<file path="src/rtl/scale_autorepeat_pkg.sv">
// rtl/scale_autorepeat_pkg.sv - shared scale width, reset value and control FSM encoding
package scale_autorepeat_pkg;

    localparam int SCALE_W     = 6;
    localparam int SCALE_RESET = 32;

    typedef enum logic [2:0] {
        IDLE = 3'd0,
        HOLD = 3'd1,
        SLOW = 3'd2,
        FAST = 3'd3,
        LOCK = 3'd4
    } state_e;

endpackage

</file>
<file path="src/rtl/scale_autorepeat_interval_timer.sv">
// rtl/scale_autorepeat_interval_timer.sv - loadable down-counter with terminal-count flag
module interval_timer #(
    parameter int CNT_W = 25
) (
    input  logic             clk_i,
    input  logic             reset_i,
    input  logic             load_i,
    input  logic [CNT_W-1:0] load_val_i,
    output logic             tc_o
);

    logic [CNT_W-1:0] cnt_q;
    logic [CNT_W-1:0] cnt_d;

    always_comb begin
        cnt_d = cnt_q;
        if (load_i) begin
            cnt_d = load_val_i;
        end else if (cnt_q != '0) begin
            cnt_d = cnt_q - 1'b1;
        end
    end

    always_ff @(posedge clk_i) begin
        if (reset_i) begin
            cnt_q <= '0;
        end else begin
            cnt_q <= cnt_d;
        end
    end

    assign tc_o = (cnt_q == '0);

endmodule

</file>
<file path="src/rtl/scale_autorepeat.sv">
// rtl/scale_autorepeat.sv - plus/minus button auto-repeat control of the divider scale word
module scale_autorepeat #(
    parameter int SCALE_W       = scale_autorepeat_pkg::SCALE_W,
    parameter int SCALE_RESET   = scale_autorepeat_pkg::SCALE_RESET,
    parameter int HOLD_CYCLES   = 25_000_000,
    parameter int REPEAT_CYCLES = 5_000_000,
    parameter int FAST_CYCLES   = 1_000_000,
    parameter int FAST_AFTER    = 4,
    parameter int CNT_W         = 25
) (
    input  logic               sysclk,
    input  logic               reset,
    input  logic               Plus,
    input  logic               Minus,
    output logic [SCALE_W-1:0] Scale,
    output logic               Scale_upd,
    output logic               Busy
);

    import scale_autorepeat_pkg::*;

    localparam int REP_W = $clog2(FAST_AFTER + 1);
    localparam logic [SCALE_W-1:0] SCALE_MAX = '1;

    state_e             state_q, state_d;
    logic [SCALE_W-1:0] scale_q, scale_d;
    logic               upd_q, upd_d;
    logic               up_q, up_d;
    logic [REP_W-1:0]   reps_q, reps_d;
    logic               plus_r_q, minus_r_q;

    logic               press_p, press_m, active, other_rise;
    logic               step, load, tc;
    logic [CNT_W-1:0]   load_val;

    assign press_p    = Plus & ~plus_r_q;
    assign press_m    = Minus & ~minus_r_q;
    assign active     = up_q ? Plus : Minus;
    assign other_rise = up_q ? press_m : press_p;

    always_comb begin
        state_d  = state_q;
        up_d     = up_q;
        reps_d   = reps_q;
        step     = 1'b0;
        load     = 1'b0;
        load_val = '0;
        case (state_q)
            IDLE: begin
                if (press_p && press_m) begin
                    state_d = LOCK;
                end else if (press_p || press_m) begin
                    up_d     = press_p;
                    step     = 1'b1;
                    load     = 1'b1;
                    load_val = CNT_W'(HOLD_CYCLES - 1);
                    state_d  = HOLD;
                end
            end
            HOLD, SLOW, FAST: begin
                // A second button always wins over a release or a pending step.
                if (other_rise) begin
                    state_d = LOCK;
                end else if (!active) begin
                    state_d = IDLE;
                end else if (tc) begin
                    step = 1'b1;
                    load = 1'b1;
                    if (state_q == HOLD) begin
                        reps_d   = REP_W'(1);
                        load_val = CNT_W'(REPEAT_CYCLES - 1);
                        state_d  = (FAST_AFTER <= 1) ? FAST : SLOW;
                        if (FAST_AFTER <= 1) load_val = CNT_W'(FAST_CYCLES - 1);
                    end else if (state_q == SLOW) begin
                        reps_d = reps_q + 1'b1;
                        if (reps_d >= REP_W'(FAST_AFTER)) begin
                            load_val = CNT_W'(FAST_CYCLES - 1);
                            state_d  = FAST;
                        end else begin
                            load_val = CNT_W'(REPEAT_CYCLES - 1);
                        end
                    end else begin
                        load_val = CNT_W'(FAST_CYCLES - 1);
                    end
                end
            end
            LOCK: begin
                if (!Plus && !Minus) state_d = IDLE;
            end
            default: state_d = IDLE;
        endcase
    end

    always_comb begin
        scale_d = scale_q;
        upd_d   = 1'b0;
        if (step) begin
            if (up_d && scale_q != SCALE_MAX) begin
                scale_d = scale_q + 1'b1;
                upd_d   = 1'b1;
            end else if (!up_d && scale_q != '0) begin
                scale_d = scale_q - 1'b1;
                upd_d   = 1'b1;
            end
        end
    end

    interval_timer #(
        .CNT_W(CNT_W)
    ) u_timer (
        .clk_i      (sysclk),
        .reset_i    (reset),
        .load_i     (load),
        .load_val_i (load_val),
        .tc_o       (tc)
    );

    // Edge registers reset high so a button held through reset needs a fresh press.
    always_ff @(posedge sysclk) begin
        if (reset) begin
            state_q   <= IDLE;
            scale_q   <= SCALE_W'(SCALE_RESET);
            upd_q     <= 1'b0;
            up_q      <= 1'b0;
            reps_q    <= '0;
            plus_r_q  <= 1'b1;
            minus_r_q <= 1'b1;
        end else begin
            state_q   <= state_d;
            scale_q   <= scale_d;
            upd_q     <= upd_d;
            up_q      <= up_d;
            reps_q    <= reps_d;
            plus_r_q  <= Plus;
            minus_r_q <= Minus;
        end
    end

    assign Scale     = scale_q;
    assign Scale_upd = upd_q;
    assign Busy      = (state_q != IDLE);

endmodule
</file>
<file path="config.mk">
export PLATFORM = sky130hd
export DESIGN_NAME = scale_autorepeat
export DESIGN_NICKNAME = d
export VERILOG_FILES = /design/src/rtl/scale_autorepeat_pkg.sv /design/src/rtl/scale_autorepeat_interval_timer.sv /design/src/rtl/scale_autorepeat.sv
export SDC_FILE = /design/constraint.sdc
export NUM_CORES = 1
export LEC_CHECK = 0
export BUFFER_PORTS_ARGS = -buffer_cell sky130_fd_sc_hd__buf_4
export CORE_MARGIN = 5
export CORE_UTILIZATION = 45
export CTS_CLUSTER_DIAMETER = 200
export CTS_CLUSTER_SIZE = 14
export DETAILED_ROUTE_END_ITERATION = 12
export PLACE_DENSITY = 0.66
export SYNTH_ARGS = -nofsm -noshare
export SYNTH_HDL_FRONTEND = slang
export SYNTH_SLANG_ARGS = --single-unit
</file>
<file path="constraint.sdc">
create_clock -name sysclk -period 3.5 [get_ports sysclk]
set_input_delay 0.175 -clock sysclk [delete_from_list [all_inputs] [get_ports sysclk]]
set_output_delay 0.175 -clock sysclk [all_outputs]
set_load 0.03 [all_outputs]
</file>
# Word level (Yosys, flattened, before mapping)
# Cells that the tools add are included.
[totals]
reg_bits = 41
latchBits = 0
ramBits = 0
rom_bits = 0
input_bits = 4
output_inout_bits = 8
wordCells = 88
mem_count = 0
[op_classes]
add_sub_neg = 4
n_mul = 0
div = 0
n_lt_le_gt_ge = 1
eq_ne = 10
shifts = 0
muxes = 38
n_bitwise = 6
reduce_logical = 21
[op_table]
columns = ["cell", "count"]
rows = [
  ["2-to-1 mux 25 bit", 9],
  ["one-hot mux 25 bit (2 select lines)", 1],
  ["2-to-1 mux 3 bit", 11],
  ["zero test 25 bit", 1],
  ["nonzero test 25 bit", 1],
  ["subtractor 25 x 1 -> 25 bit, second input constant", 1],
  ["2-to-1 mux 23 bit", 1],
  ["2-to-1 mux 1 bit", 12],
  ["2-to-1 mux 6 bit", 2],
  ["!= test 5 bit, second input constant", 2],
  ["AND reduction 5 bit", 2],
  ["one-hot mux 3 bit (3 select lines)", 1],
  ["adder 6 x 1 -> 6 bit, second input constant", 1],
  ["== test 3 x 2 -> 1 bit, second input constant", 2],
  ["!= test 6 bit, second input constant", 1],
  ["nonzero test 2 bit", 3],
  ["nonzero test 6 bit", 1],
  ["subtractor 6 x 1 -> 6 bit, second input constant", 1],
  ["logical AND 1 bit", 4],
  ["!= test 4 bit, second input constant", 1],
  ["NOT 1 bit", 4],
  ["adder 3 x 1 -> 3 bit, second input constant", 1],
  ["== test 3 x 1 -> 1 bit, second input constant", 1],
  ["== test 3 bit, second input constant", 1],
  ["other kinds (12)", 15],
]

# Depth between registers and ports, before layout
# Gate-level depths: netlist of the first run.
[logic_depth]
depth_word = 10
depth_mapped = 13
depth_no_buf = 13

# Cells and area by module
# From an unflattened synthesis of the first run, not the netlist that was laid out.
[unflattened]
cells_unflattened = 293
hier_area_um2 = 2468.6
[modules_own_cells]
columns = ["module", "instances", "cells_each", "area_per_inst_um2", "seq_area_each_um2"]
rows = [
  ["interval_timer", 1, 155, 1350.0, 500.5],
  ["scale_autorepeat", 1, 138, 1118.6, 320.3],
]

# Worst setup path before layout of the first run
# No wires, ideal clock.
[synth_path]
path_kind = "reg2reg"
startpoint = "reg state_q[1]"
endpoint = "reg scale_q[5], in the netlist Scale[5]"
setup_time_ns = 0.119
arrival_ns = 2.478
required_time_ns = 3.381
path_slack_ns = 0.903
stages_incl_launch_ff = 13
path_buffers = 1
period_less_slack_ns = 2.597
path_cell_list = "dfxtp_1 > buf_2 > nor3_2 > inv_2 > o31a_1 > o32ai_2 > ha_1 > a211oi_1 > o21bai_1 > a21oi_1 > xnor2_1 > and3_1 > o21bai_1"
[synth_via]
elab_chain_len = 6
word_cells_on_any_way = 13
classes_between = "eq/ne: 3; mux: 3; reduce/logical: 7"
[synth_lines]
columns = ["item", "line", "source"]
rows = [
  ["start, declared", "scale_autorepeat.sv:25", "state_e state_q, state_d;"],
  ["start signal, assigned", "scale_autorepeat.sv:129", "state_q <= state_d;"],
  ["parallel branches: the longest is 6 deep, another holds == test 3 x 1 -> 1 bit", "-", ""],
  ["end signal, assigned", "scale_autorepeat.sv:122", "scale_q <= SCALE_W'(SCALE_RESET);"],
  ["end signal, assigned", "scale_autorepeat.sv:130", "scale_q <= scale_d;"],
  ["end, declared", "scale_autorepeat.sv:26", "logic [SCALE_W-1:0] scale_q, scale_d;"],
]
# Several ways; the timed one is not identified.
# A chain may end at the register's enable or synchronous reset.

# Final worst setup path of the first run
[layout_path]
startpoint = "reg plus_r_q"
endpoint = "reg scale_q[5], in the netlist Scale[5]"
[layout_via]
elab_chain_len = 10
word_cells_on_any_way = 18
classes_between = "mux: 9; bitwise: 2; reduce/logical: 7"
[layout_lines]
columns = ["item", "line", "source"]
rows = [
  ["start, declared", "scale_autorepeat.sv:30", "logic plus_r_q, minus_r_q;"],
  ["start signal, assigned", "scale_autorepeat.sv:134", "plus_r_q <= Plus;"],
  ["NOT 1 bit *", "scale_autorepeat.sv:36", "assign press_p = Plus & ~plus_r_q;"],
  ["AND 1 bit *", "scale_autorepeat.sv:36", ""],
  ["logical OR 1 bit", "scale_autorepeat.sv:52", "end else if (press_p || press_m) begin"],
  ["2-to-1 mux 1 bit", "scale_autorepeat.sv:52", ""],
  ["2-to-1 mux 1 bit", "scale_autorepeat.sv:50", "if (press_p && press_m) begin"],
  ["2-to-1 mux 1 bit", "scale_autorepeat.sv:48", "case (state_q)"],
  ["zero test 1 bit", "scale_autorepeat.sv:101", "end else if (!up_d && scale_q != '0) begin"],
  ["logical AND 1 bit", "scale_autorepeat.sv:101", ""],
  ["nonzero test 2 bit (no source line)", "-", ""],
  ["AND reduction 2 bit (no source line)", "-", ""],
]
# Every way passes the cells marked *; elsewhere a longest branch is shown, timed or not.

==> flow_results.org, run 1 <==
** Clock network
- Register clock-pin slew on the reported worst setup and hold paths :: 0.08 ns
- TritonCTS built the clock tree.
- Hold-fix buffers, CTS :: 0
- The H-tree generated during clock tree synthesis spans 2 levels.
- Post-CTS timing repair inserted 0 buffers for setup.
- Clock latency on the worst-skew pair, taken at its later pin, is 0.29 ns.
- Maximum root-to-sink buffer count :: 2
- The tree is rooted in a sky130_fd_sc_hd__clkbuf_8.
- In this run, post-CTS repair resized a total of 0 instances.
- Total clock sinks :: 41
- TritonCTS created 5 clock buffers.

** Floorplan
- Core ar. :: 5140 um^2
- The die covers 6910 um^2.
- Measured along the x axis, the die boundary spans 83.1 um.
- Initial standard-cell utilization of the core :: 46.8%
- The die is 83.1 um tall.
- For this design the top-level I/O count stands at 12.
- Num rows :: 26

** GRT
- First-pass GRT wire length :: 8700 um
- The number of antenna violations at the first check in global routing was 0.
- The via count of the first global-routing pass was 1,873.
- Summed over all layers, the global routing overflow is 0.
- Global-route usage over all layers :: 15.1%
- Pin count of the biggest net entering global routing :: 38

** Synth
- Counting flops with an async set or reset pin after synthesis yields a share of 0%.
- Dividing the synthesized area by the synthesized cell count gives 8.56 um^2.
- Most used DFF post-synth :: sky130_fd_sc_hd__dfxtp_1
- Flip-flop and latch count after synthesis :: 41
- After synthesis the cells add up to 2400 um^2.
- Counting every instance in the synthesized netlist gives 281.
- During synthesis, Yosys emitted a total of 0 warnings.
- Synthesis produced a netlist with a net count of 295.
- Number of distinct library cells after synthesis :: 55
- Seq/Total Area, Yosys :: 34.1%
- Number of flops mapped to enable cells by yosys :: 0

** Final layout
- Register area :: 821 um^2
- The multi-input combinational cells in the finished layout cover a total of 1500 um^2.
- The filler cells instantiated in the layout total 531.
- Commonest cells after routing, fill and taps aside :: sky130_fd_sc_hd__dfxtp_1 (41), sky130_fd_sc_hd__nor2_1 (28), sky130_fd_sc_hd__a21oi_1 (28)
- Share of the core filled with cells :: 51.5%
- Post-route cell area :: 2650 um^2
- Leaving out fill and tap cells, the most frequent cell in the layout is sky130_fd_sc_hd__dfxtp_1.
- The post-route netlist has 12.8% of its cells at a drive strength greater than 1.
- Number of diodes added for antenna fixing :: 0
- Final Net Count :: 303
- Compared with the post-synthesis result, the final layout area differs by 10.1%.

** Worst setup path
- WP data required :: 3.69 ns
- In this run the worst setup path begins at plus_r_q.
- The worst setup path is launched from a register.
- The critical path is of the register to register type.
- Worst r2r src :: plus_r_q
- Worst Setup End Kind :: register
- Worst endpoint data arrival time :: 3.04 ns
- Critical-path maximum fanout :: 6

** Detailed routing
- Avg Vias per Cell :: 5.52
- The first detailed-routing pass took 4 iterations.
- Once detail routing completed, the nets flagged for antenna violations numbered 0.
- The routed layout has 1,986 vias.
- After detailed routing, the number of remaining DRC violations is 0.
- In the final routed layout, each cell accounts on average for 14.2 um.
- Violation count after the first detailed-route iteration :: 72
- Wires add up to 5120 um.

** Placement
- The congestion estimate from routability-driven global placement came to 0.802.
- In this run the cell area measured after placement is 2530 um^2.
- The wire-length estimate of the detail-placed layout is 3630 um.
- Buffers placed on the I/O ports in this run total 11.

** STA
- Final setup violating endpoints :: 0
- Minimum clock period :: 2.85 ns
- Final hold violation count :: 0
- The final-report max-slew violation count is 0.
- Measured against its own limit, the worst slew margin works out to 51.1%.
- Setup Total Neg Slack :: 0 ns
- Period Utilization, post-route :: 81.4%
- Derived from the worst setup path, the maximum achievable clock frequency is 0.351 GHz.
- At the pin with the least slew margin, the transition time is 0.731 ns.
- Worst clock skew :: 0.0111 ns
- Setup repair after global routing left no endpoint under its margin.

** Worst hold path
- Beginning of the worst hold path :: Minus
- The path class of the tightest hold or removal check is input port to register.

** Job
- Count of maximum capacitance violations :: 0

** Power
- Pwr per Cell Area :: 898 nW/um^2
- For this design the static power due to leakage is 1.03 nW.
- Maximum resistive drop on vdd :: 0.429 mV

** Run status
- The flow ran to the end, and the final reports show no timing, DRC or antenna violations.
-- synthesized netlist by cell type (3+ instances only) --
cell type	n	share of area, %
sky130_fd_sc_hd__inv_1	6	0.94
sky130_fd_sc_hd__nor4_2	3	1.6
sky130_fd_sc_hd__nand4_1	4	1.0
sky130_fd_sc_hd__dfxtp_1	41	34
sky130_fd_sc_hd__mux2i_1	5	2.1
sky130_fd_sc_hd__nor3b_1	4	1.2
sky130_fd_sc_hd__or3_1	3	0.78
sky130_fd_sc_hd__nor2_1	28	4.4
sky130_fd_sc_hd__nand3_1	10	2.1
sky130_fd_sc_hd__xnor2_1	11	4.0
sky130_fd_sc_hd__a21o_1	3	0.94
sky130_fd_sc_hd__nor2b_1	4	1.0
sky130_fd_sc_hd__o21ai_0	6	1.2
sky130_fd_sc_hd__xor2_1	13	4.7
sky130_fd_sc_hd__nor4_1	3	0.78
sky130_fd_sc_hd__a21oi_1	28	5.8
sky130_fd_sc_hd__a211oi_1	4	1.2
sky130_fd_sc_hd__and3_1	3	0.78
sky130_fd_sc_hd__inv_2	3	0.47
sky130_fd_sc_hd__o21bai_1	3	0.94
sky130_fd_sc_hd__or4_1	4	1.2
sky130_fd_sc_hd__nand4b_1	3	1.1
sky130_fd_sc_hd__a31oi_1	3	0.78
sky130_fd_sc_hd__clkbuf_1	7	1.1
sky130_fd_sc_hd__nand2_1	20	3.1
sky130_fd_sc_hd__nand2b_1	7	1.8
sky130_fd_sc_hd__nor3_1	9	1.9
sky130_fd_sc_hd__ha_1	9	4.7
-- cell families after synthesis --
logic type	share of synthesized area [%]
AOI/OAI and AO/OA	16.8
and+or+nand+nor	29.2
buffers and inverters	3.54
adders and majority gates	5.52
DFF	34.1
muxes	2.08
xor gates and xnor gates	8.74
-- power by group --
part | switching, mW | total (mW) | leakage (nW) | internal, mW
clock network | 0.162 | 0.394 | 0.0585 | 0.233
registers | 0.190 | 0.800 | 0.337 | 0.610
logic | 0.667 | 1.18 | 0.632 | 0.517
-- sequential cells by signal, indices dropped and copies added, names as in the netlist --
register	count
up_q	1
u_timer.cnt_q	25
minus_r_q	1
Scale	6
state_q	3
plus_r_q	1
Scale_upd	1
reps_q	3
-- metal layers --
| metal | part of all wire (%) | GRT usage (%) | vias up |
|---|---|---|---|
| met4 | 1.5 | 6.39 | 0 |
| met1 | 50 | 19.6 | 932 |
| met2 | 46 | 24.3 | 16 |
| met3 | 2.5 | 2.97 | 8 |
| li1 | - | - | 1030 |
| met5 | 0 | 0 | - |
-- path summary, 6_finish.rpt --
kind	end	slack, ns	cells past startpoint
hold reg to reg	reps_q[1]	0.49	2
hold / removal	minus_r_q	0.09	2
setup reg to reg	Scale[5]	0.65	12
setup / recovery	Scale[5]	0.65	12
-- final cells by class --
class,count,share of cell area (%)
clock buffers,7,3.26
multi-input cells,220,56.6
clock inverters,1,1.13
well taps,70,3.31
inverters,9,1.28
repair buffers,12,3.40
flip-flops and latches,41,31.0
-- per-stage QoR --
| step | setup WS (ns) | hold WS (ns) | instances | power (mW) |
|---|---|---|---|---|
| finish | 0.650 | 0.0911 | 360 | 2.38 |
| global route | 0.428 | 0.0899 | 360 | 2.57 |
| CTS | 0.643 | 0.0856 | 360 | 2.39 |
| detailed placement | 0.674 | 0.398 | 352 | 1.99 |
| global placement | 0.773 | 0.396 | 352 | 1.97 |
| floorplan | 0.903 | 0.282 | 281 | 1.76 |
-- critical path: stages (launching register included) --
cell	delay (ns)
sky130_fd_sc_hd__dfxtp_1	0.33
sky130_fd_sc_hd__nand2b_1	0.19
sky130_fd_sc_hd__inv_1	0.07
sky130_fd_sc_hd__ha_1	0.25
sky130_fd_sc_hd__o31a_1	0.35
sky130_fd_sc_hd__o32ai_2	0.30
sky130_fd_sc_hd__ha_1	0.35
sky130_fd_sc_hd__a211oi_1	0.24
sky130_fd_sc_hd__o21bai_1	0.10
sky130_fd_sc_hd__a21oi_1	0.18
sky130_fd_sc_hd__xnor2_1	0.15
sky130_fd_sc_hd__and3_1	0.18
sky130_fd_sc_hd__o21bai_1	0.06
No activity file was read; power rests on OpenSTA's default activity.
==> run 2, diff against run 1 <==
--- a/config.mk
+++ b/config.mk
@@ -11,7 +11,7 @@
 export CTS_CLUSTER_DIAMETER = 200
 export CTS_CLUSTER_SIZE = 14
 export DETAILED_ROUTE_END_ITERATION = 12
-export PLACE_DENSITY = 0.66
+export PLACE_DENSITY = 0.68
 export SYNTH_ARGS = -nofsm -noshare
 export SYNTH_HDL_FRONTEND = slang
 export SYNTH_SLANG_ARGS = --single-unit
==> constraint.sdc (replaced) <==
create_clock -name sysclk -period 2.38 [get_ports sysclk]
set_input_delay 0.119 -clock sysclk [delete_from_list [all_inputs] [get_ports sysclk]]
set_output_delay 0.119 -clock sysclk [all_outputs]
set_load 0.03 [all_outputs]
==> run 2 against run 1 <==
The run now ends with setup timing left; non-clock buffer count increased by 31; register-to-register slack got worse by 0.69 ns; count of clock-buffer cells in the layout decreased by 2; final area increased by 14%; die area unchanged; sequential power increased by 42%; critical path depth unchanged; clock skew decreased by 0.0020 ns; sequential share of layout area decreased by 3.6 points; routed wire length increased by 6.3%; clock power increased by 36%; critical endpoint unchanged; largest power group unchanged; highest routed layer unchanged.
==> flow_results.org, run 2 (synthesis results as in run 1) <==
** Run status
- The run finished, with violations left.
- Failing checks :: setup timing

** Placement
- The count of buffers added on input and output ports is 11.
- Prior to clock tree synthesis, the placed netlist has a worst setup slack of -0.166 ns.
- Cells after DPL :: 377
- Global placer's final weighted congestion :: 0.878
- Summed over all nets, the half-perimeter wirelength after detailed placement is 3840 um.

** GRT
- Number of global-route vias before repair :: 2,105
- Global routing used 16.6% of the available tracks across all layers.
- First-pass GRT wire length :: 9720 um
- For this run the aggregate overflow at the end of global routing stands at 0.
- The number of antenna violations at the first check in global routing was 0.
- Pin count of the biggest net entering global routing :: 38

** Power
- IR analysis of the VDD net gives a maximum drop of 0.595 mV.
- Power consumption :: 3.78 mW
- Pwr per Cell Area :: 1260 nW/um^2
- Leak pwr :: 1.21 nW

** Floorplan
- During I/O placement, the number of pins put on the boundary was 12.
- The floorplan has 26 rows.
- Area of the die :: 6910 um^2
- In this run the standard cell core region covers 5140 um^2.
- Floorplan die height :: 83.1 um
- Initial standard-cell utilization of the core :: 46.8%
- From left edge to right edge, the die measures 83.1 um.

** STA
- The number of hold violations in the final report is 0.
- Period Utilization, post-route :: 102%
- Static timing analysis puts the maximum clock frequency at 0.413 GHz.
- Final setup violating endpoints :: 1
- Worst slew pin tran :: 0.533 ns
- Setup slack on the critical path of the routed design comes to -0.0440 ns.
- Across the routed clock network, the largest skew measured is 0.00913 ns.
- The final-report max-slew violation count is 0.
- Minimum clock period :: 2.42 ns
- The worst pin sits at a relative slew slack of 64.4%.
- Setup repair after global routing could not meet its margin everywhere.

** Worst hold path
- Hold Crit Class :: input port to register

** Worst setup path
- Reg2Reg Depth :: 12
- Highest-delay cell along the critical path :: sky130_fd_sc_hd__dfxtp_2
- In this run the critical register-to-register path is launched from plus_r_q.
- Critical path class :: register to register
- In this run the worst path has a maximum fanout of 5.
- R2r endpoint :: Scale[5]
- The critical path goes through nand2b_4 > inv_2 > ha_4 > o31a_1 > o32ai_4 > ha_4 > a211oi_2 > o21bai_1 > a21oi_1 > xnor2_1 > and3_1 > o21bai_1.
- Startpoint types :: register
- For flop-to-flop paths, the worst setup slack is -0.04 ns.
- The most critical setup path has its endpoint at Scale[5].
- Worst Setup SP :: plus_r_q
- For the worst setup path, the data required time is 2.56 ns.
- Biggest cell delay along the critical path :: 0.33 ns
- Worst Setup End Kind :: register
- At the worst endpoint, the arrival time is 2.60 ns.

** Final layout
- Commonest cells after routing, fill and taps aside :: sky130_fd_sc_hd__buf_4 (40), sky130_fd_sc_hd__dfxtp_1 (38), sky130_fd_sc_hd__nor2_1 (28)
- Compared with the post-synthesis result, the final layout area differs by 25.1%.
- Excluding fillers, the count of instances in the completed layout stands at 390.
- u_timer.cnt_q holds more flip-flops than any other register.
- Layout cell share with drive strength beyond 1 :: 26.6%
- Most common cell after layout, fill and taps aside :: sky130_fd_sc_hd__buf_4
- Number of flip-flops under the largest register name :: 25
- Cells fill 58.5% of the core in the end.
- The repair_antennas step left the layout with diodes totalling 0.
- Final Net Count :: 334

** Clock network
- The number of clock buffers added by TritonCTS is 5.
- In this run the deepest clock path goes through 2 buffers.
- TritonCTS built the clock tree.
- Worst-skew pair later-pin latency :: 0.29 ns
- CTS H-Tree Depth :: 2
- Clock-pin slew was measured on the worst setup and hold paths at 0.07 ns.
- Total clock sinks :: 41
- Hold-fix buffers, CTS :: 0
- The root buffer cell chosen for the clock tree is sky130_fd_sc_hd__clkbuf_8.

** Detailed routing
- Violation count after the first detailed-route iteration :: 90
- The routed design has 5440 um of wire.
- In the routed layout, each cell is associated on average with a via count of 5.41.
- The pre-antenna-repair detailed-routing pass consisted of 4 iterations.
- In the final routed layout, each cell accounts on average for 13.9 um.
- Number of vias in the routed layout :: 2,109
- DRC violation count after routing :: 0
- Antenna violation net count after detailed routing :: 0

** Job
- The tool flagged a number of max-cap violations equal to 0.
run 2: cell types whose count changed in the layout (fill, tap and decap cells not counted), sizes merged:
cell | previous run | this run
buf | 12 | 43
clkbuf | 7 | 5
clkinv | 0 | 1
run 2: report_power, final:
group	internal [mW]	switching (mW)	total (mW)
Combinational	0.988	1.12	2.10
Clock	0.305	0.231	0.536
Sequential	0.900	0.242	1.14
run 2: area by class of cell:
| class | count | area, um^2 |
|---|---|---|
| clock buffers | 5 | 68.8 |
| clock inverters | 2 | 35.0 |
| flip-flops and latches | 41 | 825 |
| fillers | 481 | 2130 |
| repair buffers | 43 | 334 |
| inverters | 9 | 36.3 |
| multi-input cells | 220 | 1620 |
| well taps | 70 | 87.6 |
run 2: how the worst min path moves through the flow:
stage | cells past startpoint | start | to
after CTS | 3 | Plus | plus_r_q
after floorplan | 1 | Minus | minus_r_q
after global routing | 3 | Minus | minus_r_q
after global placement | 3 | Minus | minus_r_q
after detailed placement | 3 | Minus | minus_r_q
final | 3 | Minus | minus_r_q
run 2: worst max-delay path: cells and delay by family, from the launching register on:
family / cells / cell delay [ns]
and+or+nand+nor: 2 / 0.32
DFF: 1 / 0.33
xor gates and xnor gates: 1 / 0.15
buffers and inverters: 1 / 0.06
adders and majority gates: 2 / 0.44
AOI/OAI and AO/OA: 6 / 1.00
run 2: stage by stage:
stage / hold WS, ns / instance area, um^2 / setup TNS, ns
after CTS: 0.162 / 2960 / -0.0246
after global routing: 0.171 / 3010 / -0.357
after detailed placement: 0.440 / 2760 / -0.322
after global placement: 0.441 / 2760 / -0.137
after floorplan: 0.226 / 2460 / -0.126
final: 0.166 / 3010 / -0.0440
run 2: what timing repair did:
item                       CTS  global route
gates cloned                 0             0
pin swaps                   10             8
setup endpoints to repair    3             5
buffers inserted             4             2
gates resized for setup     13            10
run 2: routing by layer:
| metal | share of wire, % | global-route usage (%) | up-vias |
|---|---|---|---|
| li1 | - | - | 1090 |
| met1 | 48 | 21.7 | 967 |
| met2 | 47 | 26.7 | 42 |
| met3 | 3.7 | 3.66 | 10 |
| met4 | 1.8 | 6.09 | 0 |
| met5 | 0 | 0 | - |
